### src/rtl/bf2_1_sched.sv
// Block scheduler for the radix-2^2 stage-2_1 butterfly: credit-gated issue,
// sof/eof tag alignment with the butterfly output strobe, and frame-drain tracking.
module bf2_1_sched #(
  parameter int BLK_PER_FRAME = 32,
  parameter int LATENCY       = 2,
  parameter int CREDITS       = 4
) (
  input  logic                             clk,
  input  logic                             rstn,
  input  logic                             enable,
  input  logic                             in_valid,
  output logic                             in_ready,
  output logic                             valid_2_1,
  output logic [$clog2(BLK_PER_FRAME)-1:0] blk_idx,
  input  logic                             bf2_1_o_en,
  output logic                             out_valid,
  output logic                             out_sof,
  output logic                             out_eof,
  input  logic                             credit_ret,
  output logic                             frame_done,
  output logic                             busy,
  output logic                             err,
  output logic [1:0]                       dbg_state
);
  localparam int IDX_W   = $clog2(BLK_PER_FRAME);
  localparam int CRD_W   = $clog2(CREDITS + 1);
  localparam int INF_MAX = (LATENCY > CREDITS) ? LATENCY + 1 : CREDITS + 1;
  localparam int INF_W   = $clog2(INF_MAX + 1);

  localparam logic [1:0] IDLE  = 2'd0;
  localparam logic [1:0] RUN   = 2'd1;
  localparam logic [1:0] DRAIN = 2'd2;

  localparam logic [IDX_W-1:0] LAST_BLK = IDX_W'(BLK_PER_FRAME - 1);
  localparam logic [CRD_W-1:0] CRD_FULL = CRD_W'(CREDITS);

  logic [1:0]         state, state_nxt;
  logic [IDX_W-1:0]   blk_cnt;
  logic [INF_W-1:0]   inflight, inflight_nxt;
  logic [CRD_W-1:0]   credit_cnt;
  logic [LATENCY-1:0] sof_pipe, eof_pipe;
  logic               accept, last_blk, oen_bad, cr_bad;

  // Handshake: a block moves when in_valid && in_ready in the same cycle; the
  // butterfly is strobed in that very cycle. frame_done blocks the restart cycle.
  assign in_ready  = rstn && enable && (credit_cnt != '0) && (state != DRAIN) && !frame_done;
  assign accept    = in_valid && in_ready;
  assign valid_2_1 = accept;
  assign blk_idx   = blk_cnt;
  assign last_blk  = (blk_cnt == LAST_BLK);

  assign out_valid = rstn && bf2_1_o_en;
  assign out_sof   = out_valid && sof_pipe[LATENCY-1];
  assign out_eof   = out_valid && eof_pipe[LATENCY-1];
  assign busy      = rstn && (state != IDLE);
  assign dbg_state = state;

  assign oen_bad = bf2_1_o_en && (inflight == '0);
  assign cr_bad  = credit_ret && (credit_cnt == CRD_FULL);

  always_comb begin
    inflight_nxt = inflight;
    if (accept && !bf2_1_o_en)
      inflight_nxt = inflight + INF_W'(1);
    else if (!accept && bf2_1_o_en && !oen_bad)
      inflight_nxt = inflight - INF_W'(1);
  end

  always_comb begin
    state_nxt = state;
    case (state)
      IDLE, RUN: if (accept) state_nxt = last_blk ? DRAIN : RUN;
      DRAIN:     if (inflight_nxt == '0) state_nxt = IDLE;
      default:   state_nxt = IDLE;
    endcase
  end

  always_ff @(posedge clk or negedge rstn) begin
    if (!rstn) begin
      state      <= IDLE;
      blk_cnt    <= '0;
      inflight   <= '0;
      credit_cnt <= CRD_FULL;
      sof_pipe   <= '0;
      eof_pipe   <= '0;
      err        <= 1'b0;
      frame_done <= 1'b0;
    end else begin
      state      <= state_nxt;
      inflight   <= inflight_nxt;
      frame_done <= (state == DRAIN) && (inflight_nxt == '0);
      err        <= err | oen_bad | cr_bad;

      if (accept)
        blk_cnt <= last_blk ? '0 : blk_cnt + IDX_W'(1);

      if (accept && !credit_ret)
        credit_cnt <= credit_cnt - CRD_W'(1);
      else if (!accept && credit_ret && !cr_bad)
        credit_cnt <= credit_cnt + CRD_W'(1);

      // Tags enter on accept and emerge exactly when bf2_1_o_en does.
      sof_pipe[0] <= accept && (blk_cnt == '0);
      eof_pipe[0] <= accept && last_blk;
      for (int i = 1; i < LATENCY; i++) begin
        sof_pipe[i] <= sof_pipe[i-1];
        eof_pipe[i] <= eof_pipe[i-1];
      end
    end
  end
endmodule

### config.mk
export PLATFORM = sky130hd
export DESIGN_NAME = bf2_1_sched
export DESIGN_NICKNAME = d
export VERILOG_FILES = /design/src/rtl/bf2_1_sched.sv
export SDC_FILE = /design/constraint.sdc
export NUM_CORES = 1
export LEC_CHECK = 0
export CAP_MARGIN = 30
export CELL_PAD_IN_SITES_DETAIL_PLACEMENT = 0
export CELL_PAD_IN_SITES_GLOBAL_PLACEMENT = 2
export CORE_ASPECT_RATIO = 0.6
export CORE_UTILIZATION = 34
export CTS_CLUSTER_SIZE = 8
export DETAILED_ROUTE_END_ITERATION = 10
export PLACE_DENSITY = 0.83
export RECOVER_POWER = 50
export SLEW_MARGIN = 5
export SYNTH_ARGS = -nofsm -noshare
export SYNTH_HDL_FRONTEND = slang
export SYNTH_SLANG_ARGS = --single-unit
### constraint.sdc
create_clock -name clk -period 3.55 [get_ports clk]
set_input_delay 0.355 -clock clk [delete_from_list [all_inputs] [get_ports clk]]
set_output_delay 0.355 -clock clk [all_outputs]
set_load 0.02 [all_outputs]
==> impl_metrics.py, run 1 <==
metrics = {
    "yosys": {
        "synth_edf_count": 0,
        "ys_types": 47,
        "avgSynthCellArea_um2": 9.68,
        "syn_area_um2": 1170,
        "ys.flop_type": "dfrtp_1",
        "seq_area_frac_synth_pct": 40.7,
        "synthArstFlopShare_pct": 100,
        "yosysMostFrequentCell": "dfrtp_1",
        "yosys_warnings": 0,
        "netlist.area_leader.share_pct": 38.5,
        "synth_seq_cells": 19,
        "synth_top_area_cell": "dfrtp_1",
        "synthTopCellsByCount": "dfrtp_1, inv_1, nor2_1",
        "postSynthCellCount": 121,
        "synth_area_leaders": "dfrtp_1, ha_1, a21oi_1, o21ai_0, inv_1",
        "syn-num-nets": 134,
    },
    "detailed_routing": {
        "dr.pass1.iters": 4,
        "via_count": 920,
        "routedWlPerCell_um": 13.1,
        "via_per_inst": 5.00,
        "antenna_left": 0,
        "finalWirelength_um": 2420,
        "drt_iter0_drc": 48,
        "drc": 0,
    },
    "min_path": {
        "min_path_type": "register to register",
    },
    "global_routing": {
        "top_usage_layer": "met1",
        "grt_pass1_vias": 798,
        "grt_max_degree": 25,
        "gr-usage-met1_pct": 21.4,
        "grt_usage_pct": 14.3,
        "use_met2_pct": 20.2,
        "grt_pass1_wl_um": 3890,
        "grtUsageMet3_pct": 4.00,
        "globalRoute.totalOverflow": 0,
        "antenna_found_initial": 0,
    },
    "run_status": {
        "status": "complete, no violations",
    },
    "place": {
        "place_congestion": 0.740,
        "io_buffers": 20,
        "dp.cells": 180,
        "hpwl_um": 1770,
        "dpl_cell_area_um2": 1380,
    },
    "critical_path": {
        "crit_required_ns": 3.19,
        "cp_num_buf_inv": 3,
        "critPathKind": "primary input to output port",
        "cp_data_arrival_time_ns": 2.49,
        "cpLargestDelayFamily": "buffers and inverters",
        "cp_max_fo": 14,
        "cp_slowest_cell": "clkdlybuf4s50_1",
        "cp_slowest_stage_delay_ns": 0.69,
        "critPathCaptureType": "output port",
        "start_kind": "primary input",
        "crit_chain": "dlygate4sd3_1 -> and3b_4 -> nand3_2 -> inv_1 -> clkdlybuf4s50_1",
    },
    "finish": {
        "fin_cells": 184,
        "syn_to_final_growth_pct": 22.1,
        "postLayoutCellArea_um2": 1430,
        "num_antenna_cells": 0,
        "drive_gt1_share_pct": 12.9,
        "fin_nets": 153,
    },
    "sta": {
        "finalSetupTns_ns": 0,
        "clock_skew_ns": 0.00405,
        "grt_setup_unrepaired": "false",
        "slew-limit-headroom_pct": 65.6,
        "tightest_slew_ns": 0.512,
        "setup_violations": 0,
        "max_freq_mhz": 352,
        "report.final.slew_viol_count": 0,
        "hold_violations": 0,
        "period_share_pct": 80.1,
        "post-route-min-period_ns": 2.84,
    },
    "die": {
        "die_y_um": 47.5,
        "start_util_pct": 35.9,
        "std_cell_rows": 16,
        "dieArea_um2": 3690,
        "io_pins": 21,
        "core_area_um2": 3260,
        "die_x_um": 77.8,
    },
    "pwr": {
        "total_power_w": 0.000994,
        "p_per_area_nw_per_um2": 695,
        "ir_drop_mv": 0.274,
        "p_leak_nw": 0.619,
    },
    "clock_network": {
        "clock_latency_ns": 0.25,
        "cts.path.max_buffers": 2,
        "cts-buffers-inserted": 3,
        "h-tree-depth": 1,
        "path_clk_slew_ns": 0.07,
        "cts.sinks": 19,
        "cts_tree": "yes",
        "hold_buffers": 0,
        "cts_setup_buffers": 0,
        "cts_resized": 0,
        "cts-root-buf": "clkbuf_8",
    },
    "run": {
        "max_cap_viol_count": 0,
    },
}
power by group:
| group | switching (W) | internal (W) | total (W) | leakage [nW] |
|---|---|---|---|---|
| Clock | 0.0000714 | 0.0000779 | 0.000149 | 0.0255 |
| Combinational | 0.000235 | 0.000219 | 0.000454 | 0.356 |
| Sequential | 0.000104 | 0.000287 | 0.000391 | 0.238 |
worst paths after layout:
check	start	endpoint	slack, ns	depth (start not counted)
worst max register to register	credit_cnt[2]	credit_cnt[2]	0.97	8
worst min register to register	sof_pipe[0]	sof_pipe[1]	0.35	0
max in group asynchronous	rstn	credit_cnt[2]	2.65	2
worst min-delay path	sof_pipe[0]	sof_pipe[1]	0.35	0
worst max-delay path	rstn	valid_2_1	0.71	5
min in group asynchronous	rstn	err	0.62	2
per-layer routing:
metal  vias to the layer above  wire length, µm
li1                        465                -
met1                       439             1330
met2                        14              992
met3                         2               87
met4                         0                8
met5                         -                0
kinds of logic (layout without fill, tap and decap cells):
kind of cell | Yosys count | count (layout) | share of synthesized area [%]
AND/OR/NAND/NOR | 43 | 43 | 21.3
AO/OA/AOI/OAI | 31 | 31 | 18.6
flip-flops | 19 | 19 | 40.7
buffers and inverters | 17 | 35 | 7.58
adder cells (fa/ha/maj) | 7 | 7 | 8.12
XOR/XNOR | 2 | 2 | 1.50
multiplexers | 2 | 2 | 2.24
worst reg2reg max path: cells and delay by family, from the launching register on:
kind,cells,cell delay (ns)
adders and majority gates,1,0.42
AOI/OAI and AO/OA,3,0.43
DFF,1,0.62
and+or+nand+nor,3,0.66
buffers and inverters,1,0.39
cells in the final DEF (no fill, tap or decap), types with 3 or more instances in the layout:
master / count
dfrtp_1: 18
clkdlybuf4s50_1: 16
inv_1: 10
nor2_1: 9
o21ai_0: 8
a21oi_1: 8
nand2_1: 8
ha_1: 6
nor3_1: 4
dlygate4sd3_1: 4
and3_1: 3
nor4_1: 3
clkbuf_8: 3
per-stage QoR:
step                hold slack, ns  worst slack (ns)  utilization (%)
CTS                          0.356             0.905             43.8
floorplan                   0.0594              1.32                -
global route                 0.369             0.598             43.8
detailed placement           0.338             0.839             42.4
finish                       0.353             0.706             43.8
global placement             0.332             0.861             42.4
area by class of cell:
class	instances	area (µm²)
fill	322	1830
clock inverter	1	5.00
timing repair buffer	21	208
sequential	19	477
inverter	10	37.5
multi-input combinational	85	606
clock buffer	3	41.3
tap	45	56.3
sequential cells by signal, summed over array words and instances (netlist names):
signal      flops
credit_cnt      3
inflight        3
frame_done      1
eof_pipe        2
dbg_state       2
err             1
blk_idx         5
sof_pipe        2
Note: power is estimated with default switching activity, not from simulation.
==> run 2: changes to the inputs <==
Settings changed: CORE_UTILIZATION 34 to 32, PLACE_DENSITY 0.83 to 0.78.
Clock period 3.55 ns to 2.75 ns, I/O delays scaled along.
==> run 2 against run 1 <==
Compared with the run above:
- core utilization is 0.78 points lower
- final area grew 1.2%
- total power up 30%
- global-route usage rose by 0.57 points
- largest power group unchanged
- via count rose by 0.43%
- largest cell class unchanged
==> impl_metrics.py, run 2 (synthesis gave the netlist of run 1 again) <==
metrics = {
    "critical_path": {
        "critPathCaptureType": "output port",
        "crit_required_ns": 2.48,
        "worstRegToRegCells": 6,
        "cpLargestDelayFamily": "buffers and inverters",
        "r2r_slack_ns": 0.65,
        "start_kind": "primary input",
        "r2r-end": "dbg_state[1]",
        "r2r_start": "credit_cnt[1]",
        "cp_num_buf_inv": 4,
        "critPathKind": "primary input to output port",
        "cp_slowest_cell": "clkdlybuf4s50_1",
        "crit_chain": "dlygate4sd3_1 -> and3b_4 -> nand3_1 -> inv_2 -> buf_4 -> clkdlybuf4s50_1",
        "cp_data_arrival_time_ns": 2.08,
        "cp_max_fo": 11,
        "cp_slowest_stage_delay_ns": 0.63,
    },
    "clock_network": {
        "h-tree-depth": 1,
        "cts-root-buf": "clkbuf_8",
        "cts.path.max_buffers": 2,
        "cts_tree": "yes",
        "cts_resized": 0,
        "hold_buffers": 0,
        "clock_latency_ns": 0.25,
        "path_clk_slew_ns": 0.07,
        "cts.sinks": 19,
        "cts-buffers-inserted": 3,
        "cts_setup_buffers": 0,
    },
    "place": {
        "dp.cells": 182,
        "place_congestion": 0.778,
        "hpwl_um": 1970,
        "pre_cts_slack_ns": 0.406,
        "io_buffers": 20,
    },
    "detailed_routing": {
        "drt_iter0_drc": 59,
        "via_per_inst": 4.97,
        "routedWlPerCell_um": 13.8,
        "dr.pass1.iters": 4,
        "drc": 0,
        "finalWirelength_um": 2570,
        "via_count": 924,
        "antenna_left": 0,
    },
    "die": {
        "start_util_pct": 34.8,
        "core_area_um2": 3360,
        "io_pins": 21,
        "dieArea_um2": 3910,
        "die_x_um": 80.1,
        "die_y_um": 48.9,
        "std_cell_rows": 16,
    },
    "pwr": {
        "p_leak_nw": 0.624,
        "p_per_area_nw_per_um2": 890,
        "total_power_w": 0.00129,
        "ir_drop_mv": 0.335,
    },
    "min_path": {
        "holdPathStages": 0,
        "min_to": "eof_pipe[1]",
        "min_from": "eof_pipe[0]",
        "min_path_type": "register to register",
    },
    "global_routing": {
        "grt_pass1_vias": 887,
        "globalRoute.totalOverflow": 0,
        "grt_usage_pct": 14.8,
        "antenna_found_initial": 0,
        "grt_pass1_wl_um": 4420,
        "grt_max_degree": 25,
    },
    "sta": {
        "period_share_pct": 85.7,
        "finalSetupTns_ns": 0,
        "post-route-min-period_ns": 2.36,
        "report.final.slew_viol_count": 0,
        "max_freq_mhz": 424,
        "grt_setup_unrepaired": "false",
        "setup_ws_ns": 0.393,
        "setup_violations": 0,
        "hold_violations": 0,
        "clock_skew_ns": 0.00245,
        "tightest_slew_ns": 0.580,
        "timing.hold.ws_ns": 0.351,
        "slew-limit-headroom_pct": 61.3,
    },
    "finish": {
        "drive_gt1_share_pct": 12.8,
        "num_antenna_cells": 0,
        "syn_to_final_growth_pct": 23.6,
        "fin_cells": 186,
        "final_common_cell": "clkdlybuf4s50_1",
        "fin_nets": 155,
        "largest_reg_flops": 5,
        "mostFrequentLayoutCells": "clkdlybuf4s50_1, dfrtp_1, inv_1, nor2_1",
    },
    "run_status": {
        "status": "complete, no violations",
    },
    "run": {
        "max_cap_viol_count": 0,
    },
}
==> run 2: through the flow <==
step | area, µm² | util (%)
6_report | 1450 | 43.0
4_1_cts | 1460 | 43.3
2_1_floorplan | 1170 | -
5_1_grt | 1450 | 43.0
3_3_place_gp | 1410 | 42.0
3_5_place_dp | 1410 | 42.0
==> run 2: per-layer routing <==
layer	vias up	global-route usage (%)	wire, µm
met3	2	4.30	94
met1	431	22.7	1410
met4	0	3.57	21
li1	469	-	-
met5	-	0	0
met2	22	20.1	1040
==> run 2: power breakdown <==
part | switching (W) | leakage, nW | total [W] | internal (W)
Sequential | 0.000132 | 0.238 | 0.000502 | 0.000370
Clock | 0.0000927 | 0.0255 | 0.000193 | 0.000101
Combinational | 0.000305 | 0.361 | 0.000592 | 0.000287
==> run 2: final cells by class <==
class / instances / area, µm²
Clock inverter: 1 / 5.00
Fill cell: 326 / 1920
Inverter: 10 / 37.5
Timing Repair Buffer: 23 / 231
Clock buffer: 3 / 41.3
Tap cell: 45 / 56.3
Sequential cell: 19 / 477
Multi-Input combinational cell: 85 / 599
==> run 2: worst max path at each step <==
stage                       start       endpoint  cells after the start
detailed placement           rstn  credit_cnt[2]                      9
global route                 rstn       in_ready                      5
floorplan           credit_cnt[2]  credit_cnt[2]                     10
global placement             rstn   dbg_state[1]                      7
finish                       rstn      valid_2_1                      6
CTS                 credit_cnt[2]      valid_2_1                      5
